**src/rtl/uart_pkg.sv**
```systemverilog
// Shared UART definitions: receiver state encoding plus the default frame and oversample
// constants common to the transmitter, receiver and baud generator.
package uart_pkg;

    localparam int unsigned UART_DATA_BITS  = 8;
    localparam int unsigned UART_OVERSAMPLE = 16;

    typedef enum logic [2:0] {
        StIdle,
        StStart,
        StData,
        StParity,
        StStop,
        StBreak
    } rx_state_t;

endpackage

```
**src/rtl/uart_rx_oversample_if.sv**
```systemverilog
// Receiver-side bundle: oversample enable and serial line in, byte stream and status out.
// master = the receive engine, slave = the line/tick source and byte consumer.
interface uart_rx_oversample_if #(
    parameter int unsigned DATA_BITS = uart_pkg::UART_DATA_BITS
) ();

    logic                 os_tick;
    logic                 rxd;
    logic [DATA_BITS-1:0] data_out;
    logic                 data_valid;
    logic                 frame_err;
    logic                 parity_err;
    logic                 busy;

    modport master (
        input  os_tick, rxd,
        output data_out, data_valid, frame_err, parity_err, busy
    );

    modport slave (
        output os_tick, rxd,
        input  data_out, data_valid, frame_err, parity_err, busy
    );

endinterface

```
**src/rtl/uart_sync2.sv**
```systemverilog
// Two-flop synchronizer for a single asynchronous bit, with a configurable reset value.
module uart_sync2 #(
    parameter logic RESET_VAL = 1'b1
) (
    input  logic clk,
    input  logic rst_n,
    input  logic d,
    output logic q
);

    logic meta_q;
    logic sync_q;

    always_ff @(posedge clk or negedge rst_n) begin
        if (!rst_n) begin
            meta_q <= RESET_VAL;
            sync_q <= RESET_VAL;
        end else begin
            meta_q <= d;
            sync_q <= meta_q;
        end
    end

    assign q = sync_q;

endmodule

```
**src/rtl/uart_rx_oversample.sv**
```systemverilog
// Oversampling UART receive engine (LSB-first, one stop bit). Defining UART_RX_PARITY_EN
// adds an even-parity bit after the data bits and makes parity_err live.
module uart_rx_oversample
    import uart_pkg::*;
#(
    parameter int unsigned DATA_BITS  = UART_DATA_BITS,
    parameter int unsigned OVERSAMPLE = UART_OVERSAMPLE
) (
    input  logic                 clk,
    input  logic                 rst_n,
    uart_rx_oversample_if.master bus
);

    localparam int unsigned TickW = $clog2(OVERSAMPLE);
    localparam int unsigned BitW  = $clog2(DATA_BITS);

    localparam logic [TickW-1:0] TickMid  = TickW'(OVERSAMPLE / 2 - 1);
    localparam logic [TickW-1:0] TickLast = TickW'(OVERSAMPLE - 1);
    localparam logic [BitW-1:0]  BitLast  = BitW'(DATA_BITS - 1);

    rx_state_t            state_q, state_d;
    logic [TickW-1:0]     tick_q, tick_d;
    logic [BitW-1:0]      bit_q, bit_d;
    logic [DATA_BITS-1:0] shift_q, shift_d;
    logic [DATA_BITS-1:0] data_q, data_d;
    logic                 valid_q, valid_d;
    logic                 ferr_q, ferr_d;
    logic                 rxd_s;
    logic                 at_last;
`ifdef UART_RX_PARITY_EN
    logic                 par_bad_q, par_bad_d;
    logic                 perr_q, perr_d;
`endif

    uart_sync2 #(
        .RESET_VAL(1'b1)
    ) u_sync (
        .clk  (clk),
        .rst_n(rst_n),
        .d    (bus.rxd),
        .q    (rxd_s)
    );

    // os_tick that lands in the middle of the current bit (tick counter aligned at start)
    assign at_last = bus.os_tick && (tick_q == TickLast);

    always_comb begin
        state_d   = state_q;
        tick_d    = tick_q;
        bit_d     = bit_q;
        shift_d   = shift_q;
        data_d    = data_q;
        valid_d   = 1'b0;
        ferr_d    = 1'b0;
`ifdef UART_RX_PARITY_EN
        par_bad_d = par_bad_q;
        perr_d    = 1'b0;
`endif
        if (bus.os_tick) begin
            tick_d = (tick_q == TickLast) ? '0 : tick_q + 1'b1;
        end

        unique case (state_q)
            StIdle: begin
                if (bus.os_tick && !rxd_s) state_d = StStart;
            end
            StStart: begin
                if (bus.os_tick && (tick_q == TickMid)) begin
                    state_d = rxd_s ? StIdle : StData;
                    bit_d   = '0;
`ifdef UART_RX_PARITY_EN
                    par_bad_d = 1'b0;
`endif
                end
            end
            StData: begin
                if (at_last) begin
                    shift_d[bit_q] = rxd_s;
                    if (bit_q == BitLast) begin
`ifdef UART_RX_PARITY_EN
                        state_d = StParity;
`else
                        state_d = StStop;
`endif
                    end else begin
                        bit_d = bit_q + 1'b1;
                    end
                end
            end
`ifdef UART_RX_PARITY_EN
            StParity: begin
                if (at_last) begin
                    par_bad_d = (rxd_s != ^shift_q);
                    state_d   = StStop;
                end
            end
`endif
            StStop: begin
                if (at_last) begin
                    data_d  = shift_q;
                    ferr_d  = !rxd_s;
                    state_d = rxd_s ? StIdle : StBreak;
`ifdef UART_RX_PARITY_EN
                    valid_d = rxd_s && !par_bad_q;
                    perr_d  = par_bad_q;
`else
                    valid_d = rxd_s;
`endif
                end
            end
            StBreak: begin
                if (rxd_s) state_d = StIdle;
            end
            default: state_d = StIdle;
        endcase

        if (state_d != state_q) tick_d = '0;
    end

    always_ff @(posedge clk or negedge rst_n) begin
        if (!rst_n) begin
            state_q   <= StIdle;
            tick_q    <= '0;
            bit_q     <= '0;
            shift_q   <= '0;
            data_q    <= '0;
            valid_q   <= 1'b0;
            ferr_q    <= 1'b0;
`ifdef UART_RX_PARITY_EN
            par_bad_q <= 1'b0;
            perr_q    <= 1'b0;
`endif
        end else begin
            state_q   <= state_d;
            tick_q    <= tick_d;
            bit_q     <= bit_d;
            shift_q   <= shift_d;
            data_q    <= data_d;
            valid_q   <= valid_d;
            ferr_q    <= ferr_d;
`ifdef UART_RX_PARITY_EN
            par_bad_q <= par_bad_d;
            perr_q    <= perr_d;
`endif
        end
    end

    assign bus.data_out   = data_q;
    assign bus.data_valid = valid_q;
    assign bus.frame_err  = ferr_q;
    assign bus.busy       = (state_q != StIdle);
`ifdef UART_RX_PARITY_EN
    assign bus.parity_err = perr_q;
`else
    assign bus.parity_err = 1'b0;
`endif

endmodule
```
**src/flat_wrapper.sv**
```systemverilog
// flat-port wrapper written by rule: the top's interface ports become plain ports
module uart_rx_oversample_flat import uart_pkg::*;
#(
    parameter int unsigned DATA_BITS  = UART_DATA_BITS,
    parameter int unsigned OVERSAMPLE = UART_OVERSAMPLE
)
  (clk, rst_n, bus_os_tick, bus_rxd, bus_data_out, bus_data_valid, bus_frame_err, bus_parity_err, bus_busy);
  uart_rx_oversample_if #(.DATA_BITS(DATA_BITS)) bus_i ();
  input  logic clk;
  input  logic rst_n;
  input wire logic [$bits(bus_i.os_tick)-1:0] bus_os_tick;
  input wire logic [$bits(bus_i.rxd)-1:0] bus_rxd;
  output wire logic [$bits(bus_i.data_out)-1:0] bus_data_out;
  output wire logic [$bits(bus_i.data_valid)-1:0] bus_data_valid;
  output wire logic [$bits(bus_i.frame_err)-1:0] bus_frame_err;
  output wire logic [$bits(bus_i.parity_err)-1:0] bus_parity_err;
  output wire logic [$bits(bus_i.busy)-1:0] bus_busy;
  assign bus_i.os_tick = bus_os_tick;
  assign bus_i.rxd = bus_rxd;
  assign bus_data_out = bus_i.data_out;
  assign bus_data_valid = bus_i.data_valid;
  assign bus_frame_err = bus_i.frame_err;
  assign bus_parity_err = bus_i.parity_err;
  assign bus_busy = bus_i.busy;
  uart_rx_oversample #(.DATA_BITS(DATA_BITS), .OVERSAMPLE(OVERSAMPLE)) u_core (.clk(clk), .rst_n(rst_n), .bus(bus_i));
endmodule
```
**config.mk**
```make
export PLATFORM = sky130hd
export DESIGN_NAME = uart_rx_oversample_flat
export DESIGN_NICKNAME = d
export VERILOG_FILES = /design/src/rtl/uart_pkg.sv /design/src/rtl/uart_rx_oversample_if.sv /design/src/rtl/uart_sync2.sv /design/src/rtl/uart_rx_oversample.sv /design/src/flat_wrapper.sv
export SDC_FILE = /design/constraint.sdc
export NUM_CORES = 1
export LEC_CHECK = 0
export ABC_AREA = 0
export CAP_MARGIN = 20
export CORE_ASPECT_RATIO = 1.1
export CORE_UTILIZATION = 35
export CTS_BUF_LIST = sky130_fd_sc_hd__clkbuf_2 sky130_fd_sc_hd__clkbuf_4 sky130_fd_sc_hd__clkbuf_8
export DETAILED_ROUTE_END_ITERATION = 8
export DONT_BUFFER_PORTS = 1
export SYNTH_ARGS = -nofsm -noshare
export SYNTH_HDL_FRONTEND = slang
export SYNTH_SLANG_ARGS = --single-unit
```
**constraint.sdc**
```tcl
create_clock -name clk -period 4.3 [get_ports clk]
set_input_delay 1.075 -clock clk [delete_from_list [all_inputs] [get_ports clk]]
set_output_delay 1.075 -clock clk [all_outputs]
set_load 0.05 [all_outputs]
```
==> reports/results.tsv, run 1 <==
metric	value	unit
n_diodes	0	
Post-synth EDFFs	0	
critical path fanouts, max	15	
Residual DRC	0	
Post-CTS Setup Inserts	0	
row cnt	24	
Post-Synthesis Cells	128	
Worst Clk Skew	0.00705	ns
final std cells w/o fill	182	
Port-buffer cells	0	
CTS Sinks	30	
fraction of layout cells with a size suffix above 1	23.1	%
FMAX	390	MHz
syn nets	135	
first-pass GRT wire length	4340	µm
vias in the first global route	970	
Placed Area	1540	µm²
maxcap violations	0	
WL final	2470	µm
Pre-antenna DRT Iters	4	
Core ar.	4050	µm²
P_leak	0.751	nW
top cells by area, synth	dfrtp_1 (46%), mux2_2 (6.7%), mux2_1 (4.5%), dfstp_2 (3.5%), nand4_4 (2.8%)	
Netlist cell types	39	
DR iter-0 viols	49	
root buf cell	clkbuf_8	
Worst path max stage delay	0.71	ns
area delta synth->final	8.22	%
RSZ-0062 raised after global routing	false	
total power	0.693	mW
clock-pin slew on the worst setup and hold paths	0.06	ns
Async SR Flop Fraction	100	%
Routed Antenna Nets	0	
Synth area leader	dfrtp_1	
CTS Hold Buffers Added	0	
total power divided by cell area	425	nW/µm²
startpoint types	register	
worst path cell trace	nor2_1 -> nand2_1	
layout net count	136	
total of warnings raised by yosys	0	
Bufs on Longest Clock Path	2	
Synth Flop Type	dfrtp_1	
status	completed	
sequential share of the synthesized area	50.0	%
grt ovf	0	
Die X	64.6	µm
WL/cell	13.6	µm
Clock Latency Late Sink	0.28	ns
CP endpoint kind	output pin	
slowest CP cell	dfrtp_1	
post-layout instance area	1630	µm²
Num CTS Buffers	5	
die height	70.8	µm
GP Congestion	0.770	
via/cell ratio	5.35	
htree depth	2	
Die Area	4570	µm²
hpwl dp	1700	µm
final slew viol count	0	
crit path kind	reg2out	
max_slew headroom	61.1	%
Worst-Margin Slew	0.584	ns
Avg Cell Area, Syn	11.8	µm²
minimum clock period	2.56	ns
I/O pins	16	
top-area cell type share of the netlist area	46.5	%
crit path DAT	1.49	ns
post-cts gate resize count	0	
commonest cells in the netlist	dfrtp_1 (28), nand2_1 (11), mux2_2 (9)	
Layout fillers	391	
setup tns final	0	ns
CTS tree	built	
GRT Overall Usage	12.9	%
Finish-stage setup viols	0	
Initial Util	37.2	%
most common cell in the netlist	dfrtp_1	
Data required, critical path	3.22	ns
largest net degree at the start of global routing	31	
Mapped Area	1510	µm²
Peak VDD IR	0.000300	V
routed via count	973	
placed cell count	174	
Tcrit/Tclk final	59.6	%
final hold vios	0	
antenna violations before repair	0	
Seq cells post-synth	30	
min-delay worst type	reg2reg	
final timing paths:
kind	endpoint	from	cells after the start	slack, ns
max	bus_busy	u_core.state_q[2]	2	1.74
min	u_core.u_sync.q	u_core.u_sync.meta_q	0	0.36
max reg2reg	u_core.shift_q[4]	u_core.tick_q[0]	5	2.44
min reg2reg	u_core.u_sync.q	u_core.u_sync.meta_q	0	0.36
max in group asynchronous	u_core.u_sync.meta_q	rst_n	0	3.64
min in group asynchronous	u_core.bit_q[1]	rst_n	0	0.48
layout make-up:
class / count / area (µm²) / share of cell area (%)
well taps: 52 / 65.1 / 3.99
clock buffers: 6 / 82.6 / 5.06
clock inverters: 2 / 12.5 / 0.767
multi-input cells: 87 / 699 / 42.9
inverters: 5 / 18.8 / 1.15
flip-flops and latches: 30 / 753 / 46.2
worst max-delay path: cells and delay by family (launching register included):
family / cells / cell delay, ns
DFF: 1 / 0.71
and+or+nand+nor: 2 / 0.50
stage by stage:
stage	setup slack [ns]	hold slack, ns	utilization [%]
3_3_place_gp	2.07	0.347	37.9
4_1_cts	1.73	0.357	40.2
3_5_place_dp	2.04	0.348	37.9
2_1_floorplan	2.07	0.345	-
5_1_grt	1.65	0.363	40.2
6_report	1.74	0.356	40.2
cell usage in the layout (no fill, tap or decap), types with 3 or more instances in the layout:
master / n
a21oi_1: 3
mux2_1: 6
mux2_2: 9
nor2_1: 8
o21ai_0: 4
a211oi_1: 4
clkbuf_8: 6
inv_1: 5
dfrtp_1: 28
nand3_2: 3
nor3_1: 3
ha_1: 3
nand3_1: 3
nand2_1: 11
state kept, by name, summed over array words and instances (netlist names):
| register | count |
|---|---|
| u_core.tick_q | 4 |
| u_core.shift_q | 8 |
| u_core.bus.data_valid | 1 |
| u_core.u_sync.q | 1 |
| u_core.bus.frame_err | 1 |
| u_core.bit_q | 3 |
| u_core.state_q | 3 |
| u_core.u_sync.meta_q | 1 |
| u_core.bus.data_out | 8 |
per-layer routing:
metal,vias up,part of all wire (%),GRT usage [%]
met3,6,4.6,4.35
met1,486,46,15.4
met5,-,0,0
met4,0,2.8,8.15
met2,21,47,19.8
li1,460,-,-
cell families (layout without fill, tap and decap cells):
logic type / count (synthesis) / after routing / synth area share (%)
AOI/OAI and AO/OA: 20 / 20 / 8.71
xor gates and xnor gates: 1 / 1 / 0.581
adders and majority gates: 3 / 3 / 2.49
buffers and inverters: 11 / 13 / 3.65
DFF: 30 / 30 / 50.0
muxes: 19 / 19 / 14.5
other: 1 / 1 / 0.249
and+or+nand+nor: 43 / 43 / 19.8
report_power, final:
part | internal, mW | switching (mW)
registers | 0.305 | 0.0345
clock network | 0.128 | 0.109
logic | 0.0435 | 0.0734
total | 0.477 | 0.216
Power figures use the tool's default switching activity.
==> run 2: changes to the inputs <==
==> constraint.sdc (replaced) <==
create_clock -name clk -period 2.4 [get_ports clk]
set_input_delay 0.6 -clock clk [delete_from_list [all_inputs] [get_ports clk]]
set_output_delay 0.6 -clock clk [all_outputs]
set_load 0.05 [all_outputs]
==> run 2 against run 1 <==
  * Setup slack got worse by 1.3 ns
  * Critical path depth stayed put
  * Via count shrank 3.2%
  * Utilization up 0.62 points
  * Register-to-register slack worse by 1.9 ns
  * Sequential share of layout area fell by 0.70 points
  * Combinational power increased by 81%
  * Cell count is the same
  * Die area stayed put
  * Worst hold slack lost 0.34 ns
  * Total power up 91%
==> reports/results.tsv, run 2 (same netlist as run 1, synthesis figures left out) <==
metric	value	unit	change
maxcap violations	0		unchanged
slowest CP cell	dfrtp_1		
CP endpoint kind	output pin		
Levels on crit path	2		unchanged
minimum clock period	1.93	ns	
kind of cell adding the most delay to the critical path	flip-flops		
post-layout instance area	1660	µm²	+1.5%
Die Area	4570	µm²	unchanged
Port-buffer cells	0		unchanged
Pre-antenna DRT Iters	5		+1
via/cell ratio	5.18		-3.2%
CTS Sinks	30		unchanged
status	completed		
critical path fanouts, max	9		-6
row cnt	24		unchanged
die height	70.8	µm	unchanged
Post-CTS Setup Inserts	0		unchanged
worst path bufs/invs	1		+1
clock-pin slew on the worst setup and hold paths	0.06	ns	about the same
R2R depth	5		unchanged
Die X	64.6	µm	unchanged
Bufs on Longest Clock Path	2		unchanged
hpwl dp	1740	µm	+2.4%
WL/cell	13.7	µm	+1.0%
final std cells w/o fill	182		unchanged
Worst path max stage delay	0.48	ns	-0.23 ns
most common cell after layout, fill and taps aside	dfrtp_1		
post-cts gate resize count	0		unchanged
routed via count	942		-3.2%
grt ovf	0		unchanged
final slew viol count	0		unchanged
CTS tree	built		
Data required, critical path	1.80	ns	-1.42 ns
first-pass GRT wire length	4230	µm	-2.6%
final hold vios	0		unchanged
total power divided by cell area	801	nW/µm²	+89%
vias in the first global route	972		+0.21%
P_leak	0.766	nW	+2.1%
crit path kind	reg2out		
htree depth	2		unchanged
Core ar.	4050	µm²	unchanged
total power	1.33	mW	+91%
area delta synth->final	9.88	%	
setup tns final	0	ns	unchanged
GRT Overall Usage	12.3	%	-0.57 points
largest net degree at the start of global routing	31		unchanged
RSZ-0062 raised after global routing	false		
most frequent cells in the layout	dfrtp_1 (28), nand2_1 (11), mux2_2 (9)		
Clock Latency Late Sink	0.27	ns	about the same
Residual DRC	0		unchanged
worst path cell trace	inv_1 -> nand2_1		
root buf cell	clkbuf_8		
startpoint types	register		
Tcrit/Tclk final	80.3	%	
Peak VDD IR	0.000455	V	+52%
Num CTS Buffers	5		unchanged
fraction of layout cells with a size suffix above 1	23.1	%	unchanged
GP Congestion	0.747		-3.1%
Finish-stage setup viols	0		unchanged
WL final	2490	µm	+1.0%
placed cell count	175		+0.57%
crit path DAT	1.33	ns	-0.16 ns
layout net count	137		+0.74%
Placed Area	1540	µm²	+0.49%
Layout fillers	407		+4.1%
FMAX	519	MHz	
Initial Util	37.2	%	unchanged
CTS Hold Buffers Added	0		unchanged
antenna violations before repair	0		unchanged
n_diodes	0		unchanged
min-delay worst type	in2async		
I/O pins	16		unchanged
Worst Clk Skew	0.00455	ns	-0.00251 ns
Routed Antenna Nets	0		unchanged
utilization after layout	40.9	%	+0.62 points
DR iter-0 viols	30		-39%
[run 2: cell types whose count changed in the layout (fill, tap and decap cells not counted)]
cell and change:
bufinv_16 +1, buf_4 +1, clkinvlp_4 -1, clkinv_2 -1
[run 2: path summary, 6_finish.rpt]
path                            slack [ns]                    to                 start
worst max-delay path                  0.47              bus_busy     u_core.state_q[0]
worst min-delay path                  0.02     u_core.shift_q[3]                 rst_n
min in group clk                      0.32  u_core.u_sync.meta_q               bus_rxd
max in group asynchronous             2.20       u_core.u_sync.q                 rst_n
worst min register to register        0.36       u_core.u_sync.q  u_core.u_sync.meta_q
worst max register to register        0.50     u_core.shift_q[1]      u_core.tick_q[0]
[run 2: cell type report]
type	count	area, µm²	area share [%]
Inverter	5	18.8	1.13
Clock buffer	6	82.6	4.98
Sequential cell	30	753	45.5
Multi-Input combinational cell	87	699	42.2
Tap cell	52	65.1	3.93
Timing Repair Buffer	1	7.51	0.453
Clock inverter	1	30.0	1.81
[run 2: worst reg2reg max path: cells and delay by family, from the launching register on]
family	cells	cell delay [ns]
fa+ha+maj	1	0.35
flops	1	0.42
mux	1	0.32
simple gates	3	0.69
[run 2: report_power, final]
group          switching (mW)  leakage, nW  internal (mW)
clock network           0.173       0.0573          0.332
logic                   0.133        0.309         0.0786
registers              0.0644        0.400          0.547
[run 2: routing by layer]
metal | vias to the layer above | GRT usage [%] | share of wire (%)
met5 | - | 0 | 0
met4 | 0 | 5.93 | 1.1
met3 | 2 | 4.52 | 4.7
met2 | 17 | 21.2 | 50
met1 | 466 | 13.3 | 45
li1 | 457 | - | -
[run 2: metrics by stage]
stage	setup WS (ns)	hold slack, ns
3_3_place_gp	0.540	0.305
3_5_place_dp	0.501	0.305
6_report	0.474	0.0178
5_1_grt	0.373	0.00184
4_1_cts	0.474	0.00603
2_1_floorplan	0.644	0.304
==> run 3: changes to the inputs <==
==> constraint.sdc (replaced) <==
create_clock -name clk -period 1.8 [get_ports clk]
set_input_delay 0.45 -clock clk [delete_from_list [all_inputs] [get_ports clk]]
set_output_delay 0.45 -clock clk [all_outputs]
set_load 0.05 [all_outputs]
==> run 3 against run 2 <==
  * First-iteration DRC count up 60%
  * Register-to-register slack got worse by 0.41 ns
  * Via count rose by 7.2%
  * Utilization is 2.5 points higher
  * Die area unchanged
  * Worst hold slack improved by 0.14 ns
  * Sequential share of layout area fell by 2.6 points
  * Critical path depth is 4 higher
  * Global-route usage is 1.6 points higher
  * Total power is 32% higher
  * Critical path type is now reg2reg
  * Critical endpoint is now u_core.tick_q[0]
  * Largest power group unchanged
  * Highest routed layer unchanged
==> reports/results.tsv, run 3 (same netlist as run 1, synthesis figures left out) <==
metric	value	unit	change
Clock Latency Late Sink	0.28	ns	about the same
Worst path max stage delay	0.43	ns	-0.05 ns
largest net degree at the start of global routing	31		unchanged
Worst Clk Skew	0.00709	ns	+0.00255 ns
Num CTS Buffers	5		unchanged
crit path kind	reg2reg		
most frequent cells in the layout	dfrtp_1 (28), nand2_1 (11), buf_4 (11)		
status	completed		
Peak VDD IR	0.000506	V	+11%
multi-input logic area	712	µm²	+1.8%
critical path fanouts, max	4		-5
post-layout instance area	1760	µm²	+6.0%
n_diodes	0		unchanged
CP endpoint kind	register		
GRT Overall Usage	13.9	%	+1.6 points
grt ovf	0		unchanged
final slew viol count	0		unchanged
final std cells w/o fill	195		+7.1%
min-delay worst type	in2reg		
fraction of layout cells with a size suffix above 1	30.1	%	+7.0 points
placed cell count	183		+4.6%
WL final	2780	µm	+11%
Residual DRC	0		unchanged
Core ar.	4050	µm²	unchanged
GP Congestion	0.756		+1.3%
maxcap violations	0		unchanged
CP dominant cell by count	ha_1		
minimum clock period	1.71	ns	
antenna violations before repair	0		unchanged
area delta synth->final	16.5	%	
routed via count	1010		+7.2%
Die X	64.6	µm	unchanged
hpwl dp	2010	µm	+15%
slowest CP cell	or3_4		
Pre-antenna DRT Iters	4		-1
vias in the first global route	1035		+6.5%
final hold vios	0		unchanged
Port-buffer cells	0		unchanged
sequential cell area	753	µm²	unchanged
via/cell ratio	5.18		about the same
FMAX	584	MHz	
Layout fillers	382		-6.1%
clock-pin slew on the worst setup and hold paths	0.06	ns	about the same
Die Area	4570	µm²	unchanged
Finish-stage setup viols	0		unchanged
Routed Antenna Nets	0		unchanged
root buf cell	clkbuf_8		
total power divided by cell area	999	nW/µm²	+25%
Tcrit/Tclk final	95.1	%	
htree depth	2		unchanged
first-pass GRT wire length	4760	µm	+13%
most common cell after layout, fill and taps aside	dfrtp_1		
layout net count	149		+8.8%
I/O pins	16		unchanged
startpoint types	register		
P_leak	0.828	nW	+8.1%
WL/cell	14.2	µm	+3.9%
Data required, critical path	1.99	ns	+0.19 ns
CTS tree	built		
Initial Util	37.2	%	unchanged
total power	1.76	mW	+32%
Placed Area	1600	µm²	+3.9%
CTS Sinks	30		unchanged
row cnt	24		unchanged
utilization after layout	43.3	%	+2.5 points
Bufs on Longest Clock Path	2		unchanged
setup tns final	0	ns	unchanged
DR iter-0 viols	48		+60%
crit path DAT	1.90	ns	+0.57 ns
worst path cell trace	ha_1 -> ha_1 -> nand2_1 -> o21ai_0 -> or3_4 -> a211oi_1		
die height	70.8	µm	unchanged
RSZ-0062 raised after global routing	true		
## run 3: cell types whose count changed in the layout (fill, tap and decap cells not counted)
cell,previous run,this run
buf_12,0,1
buf_4,1,11
bufinv_16,1,0
clkbuf_4,0,1
clkinv_2,0,1
dlygate4sd3_1,0,1
ha_1,3,2
ha_4,0,1
## run 3: routing by layer
metal / routed length [µm] / part of all wire, % / vias to the layer above / track usage (%)
li1: - / - / 485 / -
met1: 1150 / 41 / 505 / 15.3
met2: 1460 / 53 / 17 / 23.9
met3: 133 / 4.8 / 3 / 3.87
met4: 32 / 1.2 / 0 / 8.15
met5: 0 / 0 / - / 0
## run 3: final timing paths
kind / start / to / slack (ns) / cells after the start
worst min-delay path: bus_rxd / u_core.u_sync.meta_q / 0.16 / 0
worst max register to register: u_core.bit_q[0] / u_core.tick_q[0] / 0.09 / 6
max in group asynchronous: rst_n / u_core.u_sync.meta_q / 0.96 / 2
min in group asynchronous: rst_n / u_core.bus.data_valid / 0.61 / 2
worst max-delay path: u_core.bit_q[0] / u_core.tick_q[0] / 0.09 / 6
worst min register to register: u_core.u_sync.meta_q / u_core.u_sync.q / 0.36 / 0
## run 3: repair_timing
action,4_1_cts,5_1_grt
buffers inserted,0,2
endpoints found under the setup margin,0,11
hold buffers,2,0
gates resized for setup,0,2
hold endpoints to repair,30,0
## run 3: per-stage QoR
stage               setup WS [ns]  hold slack (ns)
floorplan                   0.129            0.154
global placement           0.0941            0.155
detailed placement         0.0299            0.155
CTS                       0.00812            0.145
global route              -0.0379            0.145
finish                     0.0877            0.158
## run 3: final cells by class
cell class                      count  share of cell area, %
Sequential cell                    30                   42.9
Clock inverter                      1                  0.285
Clock buffer                        7                   5.13
Tap cell                           52                   3.70
Multi-Input combinational cell     87                   40.5
Inverter                            5                   1.07
Timing Repair Buffer               13                   6.41
## run 3: worst max-delay path, delay by kind of cell, from the launching register on
family	cells	cell delay (ns)
simple gates	2	0.53
fa+ha+maj	2	0.40
flops	1	0.38
compound gates	2	0.32
## run 3: report_power, final
part / leakage (nW) / switching (mW) / internal, mW
Sequential: 0.400 / 0.0773 / 0.729
Clock: 0.0517 / 0.246 / 0.323
Combinational: 0.376 / 0.220 / 0.161
